### src/rtl/ser_pkg.sv
// ============================================================================
// Module  : ser_pkg
// Purpose : Shared FSM encoding and word-width limits for param_serializer.
// Revision: 1.0 - initial release
// ============================================================================
`default_nettype none

package ser_pkg;

    typedef enum logic [1:0] {
        IDLE   = 2'b00,
        LOADED = 2'b01,
        SHIFT  = 2'b10
    } ser_state_t;

    localparam int DATA_W_MIN = 2;
    localparam int DATA_W_MAX = 32;

endpackage : ser_pkg

`default_nettype wire

### src/rtl/ser_bit_counter.sv
// ============================================================================
// Module  : ser_bit_counter
// Purpose : Emitted-bit counter with terminal-count flag for param_serializer.
// Revision: 1.0 - initial release
// ============================================================================
`default_nettype none

module ser_bit_counter #(
    parameter int DATA_W = 8
) (
    input  logic clk,
    input  logic rst,
    input  logic clr,
    input  logic inc,
    output logic last
);

    localparam int CNT_W = $clog2(DATA_W + 1);
    localparam logic [CNT_W-1:0] C_MAX  = CNT_W'(DATA_W);
    localparam logic [CNT_W-1:0] C_LAST = CNT_W'(DATA_W - 1);

    logic [CNT_W-1:0] count;

    always_ff @(posedge clk or negedge rst) begin
        if (!rst) begin
            count <= '0;
        end else if (clr) begin
            count <= '0;
        end else if (inc && (count != C_MAX)) begin
            // Saturating so the count can never pass DATA_W.
            count <= count + 1'b1;
        end
    end

    // High while the next increment emits the final data bit.
    assign last = (count == C_LAST);

endmodule : ser_bit_counter

`default_nettype wire

### src/rtl/param_serializer.sv
// ============================================================================
// Module  : param_serializer
// Purpose : Parallel-to-serial converter with pause support and done pulse.
//           Optional parity output enabled by macro SER_PARITY_EN.
// Revision: 1.0 - initial release
// ============================================================================
`default_nettype none

module param_serializer
    import ser_pkg::*;
#(
    parameter int DATA_W    = 8,
    parameter int MSB_FIRST = 0,
    parameter int PAR_ODD   = 0
) (
    input  logic              clk,
    input  logic              rst,
    input  logic [DATA_W-1:0] p_data,
    input  logic              data_valid,
    input  logic              busy,
    input  logic              ser_en,
    output logic              ser_data,
    output logic              ser_done,
    output logic              loaded
`ifdef SER_PARITY_EN
    ,
    output logic              par_bit
`endif
);

    generate
        if (DATA_W < DATA_W_MIN || DATA_W > DATA_W_MAX) begin : g_bad_width
            $error("param_serializer: DATA_W out of range");
        end
        if (PAR_ODD != 0 && PAR_ODD != 1) begin : g_bad_par_odd
            $error("param_serializer: PAR_ODD must be 0 or 1");
        end
    endgenerate

    ser_state_t        state;
    ser_state_t        state_next;
    logic [DATA_W-1:0] sreg;
    logic [DATA_W-1:0] sreg_shifted;
    logic              next_bit;
    logic              load_now;
    logic              shift_now;
    logic              last;

    generate
        if (MSB_FIRST != 0) begin : g_msb_first
            assign next_bit     = sreg[DATA_W-1];
            assign sreg_shifted = {sreg[DATA_W-2:0], 1'b0};
        end else begin : g_lsb_first
            assign next_bit     = sreg[0];
            assign sreg_shifted = {1'b0, sreg[DATA_W-1:1]};
        end
    endgenerate

    assign load_now  = (state == IDLE) && data_valid && !busy;
    assign shift_now = (state != IDLE) && ser_en;

    ser_bit_counter #(
        .DATA_W (DATA_W)
    ) u_bit_counter (
        .clk  (clk),
        .rst  (rst),
        .clr  (load_now),
        .inc  (shift_now),
        .last (last)
    );

    always_ff @(posedge clk or negedge rst) begin
        if (!rst) begin
            state <= IDLE;
        end else begin
            state <= state_next;
        end
    end

    always_comb begin
        state_next = state;
        case (state)
            IDLE: begin
                if (load_now) begin
                    state_next = LOADED;
                end
            end
            LOADED, SHIFT: begin
                if (ser_en) begin
                    state_next = last ? IDLE : SHIFT;
                end
            end
            default: state_next = IDLE;
        endcase
    end

    // ser_data keeps its value whenever no bit is emitted, including in IDLE.
    always_ff @(posedge clk or negedge rst) begin
        if (!rst) begin
            sreg     <= '0;
            ser_data <= 1'b0;
            ser_done <= 1'b0;
        end else begin
            ser_done <= shift_now && last;
            if (load_now) begin
                sreg <= p_data;
            end else if (shift_now) begin
                sreg     <= sreg_shifted;
                ser_data <= next_bit;
            end
        end
    end

    assign loaded = (state != IDLE);

`ifdef SER_PARITY_EN
    localparam logic C_PAR_ODD = (PAR_ODD != 0);

    always_ff @(posedge clk or negedge rst) begin
        if (!rst) begin
            par_bit <= 1'b0;
        end else if (load_now) begin
            par_bit <= (^p_data) ^ C_PAR_ODD;
        end
    end
`endif

endmodule : param_serializer

`default_nettype wire
### config.mk
export PLATFORM = sky130hd
export DESIGN_NAME = param_serializer
export DESIGN_NICKNAME = d
export VERILOG_FILES = /design/src/rtl/ser_pkg.sv /design/src/rtl/ser_bit_counter.sv /design/src/rtl/param_serializer.sv
export SDC_FILE = /design/constraint.sdc
export NUM_CORES = 1
export LEC_CHECK = 0
export ABC_AREA = 1
export BUFFER_PORTS_ARGS = -buffer_cell sky130_fd_sc_hd__buf_2
export CAP_MARGIN = 20
export CORE_MARGIN = 4
export CORE_UTILIZATION = 40
export CTS_BUF_LIST = sky130_fd_sc_hd__clkbuf_8
export CTS_CLUSTER_SIZE = 10
export DETAILED_ROUTE_END_ITERATION = 8
export PLACE_DENSITY = 0.58
export SLEW_MARGIN = 20
export SYNTH_ARGS = -nofsm -noshare
export SYNTH_HDL_FRONTEND = slang
export SYNTH_SLANG_ARGS = --single-unit
### constraint.sdc
create_clock -name clk -period 1.8 [get_ports clk]
set_input_delay 0.09 -clock clk [delete_from_list [all_inputs] [get_ports clk]]
set_output_delay 0.09 -clock clk [all_outputs]
set_load 0.005 [all_outputs]
==> flow_summary.toml <==
[setup_path]
cp_slowest_stage_delay_ns = 0.36
critPathMaxFanout = 13
path_cells = "inv_1, ha_1, nand3_2, clkinv_1, nand2_1, o211ai_1"
timing.rr.end = "sreg[2]"
reg2reg_depth = 6
worstSetupEndpointType = "register"
path_buf_inv = 2
critPathTopFamily = "simple AND/OR/NAND/NOR gates"
r2r_slack_ns = 0.25
slowest_stage = "dfrtp_1"
cp-start-kind = "register"
critical_path_arrival_ns = 1.67
path_class = "register to register"
cp.required_ns = 1.92
r2r-start = "state[0]"

[timing]
fin_worst_skew_ns = 0.00252
fin_crit_sh_pct = 86.1
hold_viol = 0
drv_slew = 0
slew_headroom_pct = 75.8
finalSetupTns_ns = 0
max_freq_ghz = 0.645
setup_viol = 0
fin_crit_ns = 1.55
rsz0062_at_grt = "no"
tightest_slew_ns = 0.363

[routing]
ant_nets = 0
avgRoutedWirePerCell_um = 10.6
dr.first_iter.drc_count = 7
routed-via-count = 679
drt_wl_total_um = 1540
drc = 0
drt_pre_antenna_iters = 4
vias_per_cell = 4.68

[logic_synthesis]
synth_top_area_share_pct = 48.5
yosysWarnings = 0
synth_seq_cells = 16
yosysSeqAreaShare_pct = 48.5
netlist_top_cells_area = "dfrtp_1, nand2_1, nand3_1, ha_1, inv_1"
yosysMostFrequentCell = "nand2_1"
syn_nets = 118
syn-instance-count = 101
yosys.area.top_type = "dfrtp_1"
syn_area_um2 = 826
synth_edf_count = 0
synth_flop_cell = "dfrtp_1"
synthDistinctLibCells = 18
synth.avg_cell_area_um2 = 8.18
synth_common_cells = "nand2_1, dfrtp_1, nand3_1, inv_1, ha_1"
ys_async_sr_fraction_pct = 100

[placement]
gp_congestion = 0.709
hpwl_um = 1190
io_buffers = 15

[grt]
antenna_found_initial = 0
grt_remaining_overflow = 0
grt_pass1_vias = 617
gr-usage-all-layers_pct = 12.5
grt_first_pass_wirelength_um = 2530
grt_start_max_net_pins = 17

[pwr]
p_per_area_nw_per_um2 = 1470
p_leak_nw = 0.518
vdd_drop_max_uv = 1030

[final_layout]
area_growth_pct = 17.1
postLayoutCoreUtil_pct = 49.3
fin_nets = 137
drive_gt1_share_pct = 17.8
diodes = 0

[clocking]
cts_buffers = 3
cts_sinks = 16
cts_max_level = 1
cts.clk_slew.worst_paths_ns = 0.06
cts-root-buf = "clkbuf_8"
post_cts_buffers = 0
clock_path_buffers = 2
cts_tree = "yes"
clk_latency_ns = 0.24

[hold_path]
min_to = "sreg[7]"
hold_start = "p_data[7]"
hold_path_class = "input pin to register"
hold_depth = 3

[floorplan]
die_x_um = 53.4
die_area_um2 = 2860
io_pins = 16
start_util_pct = 42.1
num_rows = 16
core_um2 = 1960
die_height_um = 53.4

[run_status]
outcome = "completed"

[job]
cap_violations = 0
[cells in the final DEF (no fill, tap or decap)]
cell type      instances
nand2_1               35
nand3_1               16
dfrtp_1               16
buf_2                 15
inv_1                 12
ha_1                   4
nor2_1                 3
o211ai_1               3
clkbuf_8               3
o21ai_0                2
inv_2                  1
nand3_2                1
clkinv_1               1
nor2_4                 1
xor2_1                 1
nand3b_1               1
o21ai_1                1
nand4_1                1
dlygate4sd3_1          1
[kinds of logic after synthesis]
| group | count (synthesis) | synth area share, % |
|---|---|---|
| buf+inv | 16 | 8.64 |
| xor+xnor | 1 | 1.06 |
| compound gates | 6 | 4.54 |
| fa+ha+maj | 4 | 6.06 |
| flops | 16 | 48.5 |
| simple gates | 58 | 31.2 |
[how the worst max path moves through the flow]
stage	startpoint	to	slack, ns	depth (start not counted)
floorplan	state[0]	u_bit_counter.count[2]	0.53	8
global placement	state[0]	sreg[3]	0.30	6
detailed placement	state[0]	sreg[2]	0.25	6
CTS	state[0]	sreg[2]	0.24	6
global route	state[1]	sreg[3]	0.07	6
finish	state[0]	sreg[2]	0.25	6
[flip-flops by register name, summed over array words and instances (netlist names)]
register / flops
ser_done: 1
state: 2
ser_data: 1
u_bit_counter.count: 4
sreg: 8
[what timing repair did]
action                                 4_1_cts  5_1_grt
hold buffers                                 1        0
gates resized for setup                      0        0
endpoints found under the hold margin       16        0
[worst register-to-register path, cell delays in order, from the launching register on]
cell and delay, ns:
dfrtp_1 0.36, inv_1 0.05, ha_1 0.27, nand3_2 0.25, clkinv_1 0.29, nand2_1 0.13
o211ai_1 0.09
[where the power goes]
group | leakage, nW | total, mW | internal, mW | switching (mW)
combinational | 0.290 | 0.576 | 0.225 | 0.351
sequential | 0.206 | 0.591 | 0.506 | 0.0853
clock | 0.0216 | 0.252 | 0.148 | 0.104
[metrics by stage]
| step | setup WS [ns] | area, µm² | hold slack (ns) | total power [mW] | std cells |
|---|---|---|---|---|---|
| floorplan | 0.528 | 826 | -0.206 | 1.04 | 101 |
| global placement | 0.302 | 916 | 0.0260 | 1.17 | 141 |
| detailed placement | 0.247 | 916 | 0.0201 | 1.18 | 141 |
| CTS | 0.240 | 967 | 0.0590 | 1.44 | 145 |
| global route | 0.0674 | 967 | 0.0616 | 1.57 | 145 |
| finish | 0.249 | 967 | 0.0593 | 1.42 | 145 |
[layer usage]
metal / track usage (%) / vias up / share of wire, %
met1: 14.5 / 309 / 45
li1: - / 354 / -
met4: 2.55 / 0 / 0.39
met3: 5.92 / 2 / 6.2
met5: 0 / - / 0
met2: 20.8 / 14 / 48
[final cells by class]
type	instances	area [µm²]
fillers	217	995
flip-flops and latches	16	400
multi-input cells	69	354
repair buffers	16	85.1
inverters	14	52.6
clock buffers	3	41.3
well taps	27	33.8
Power figures use the tool's default switching activity.
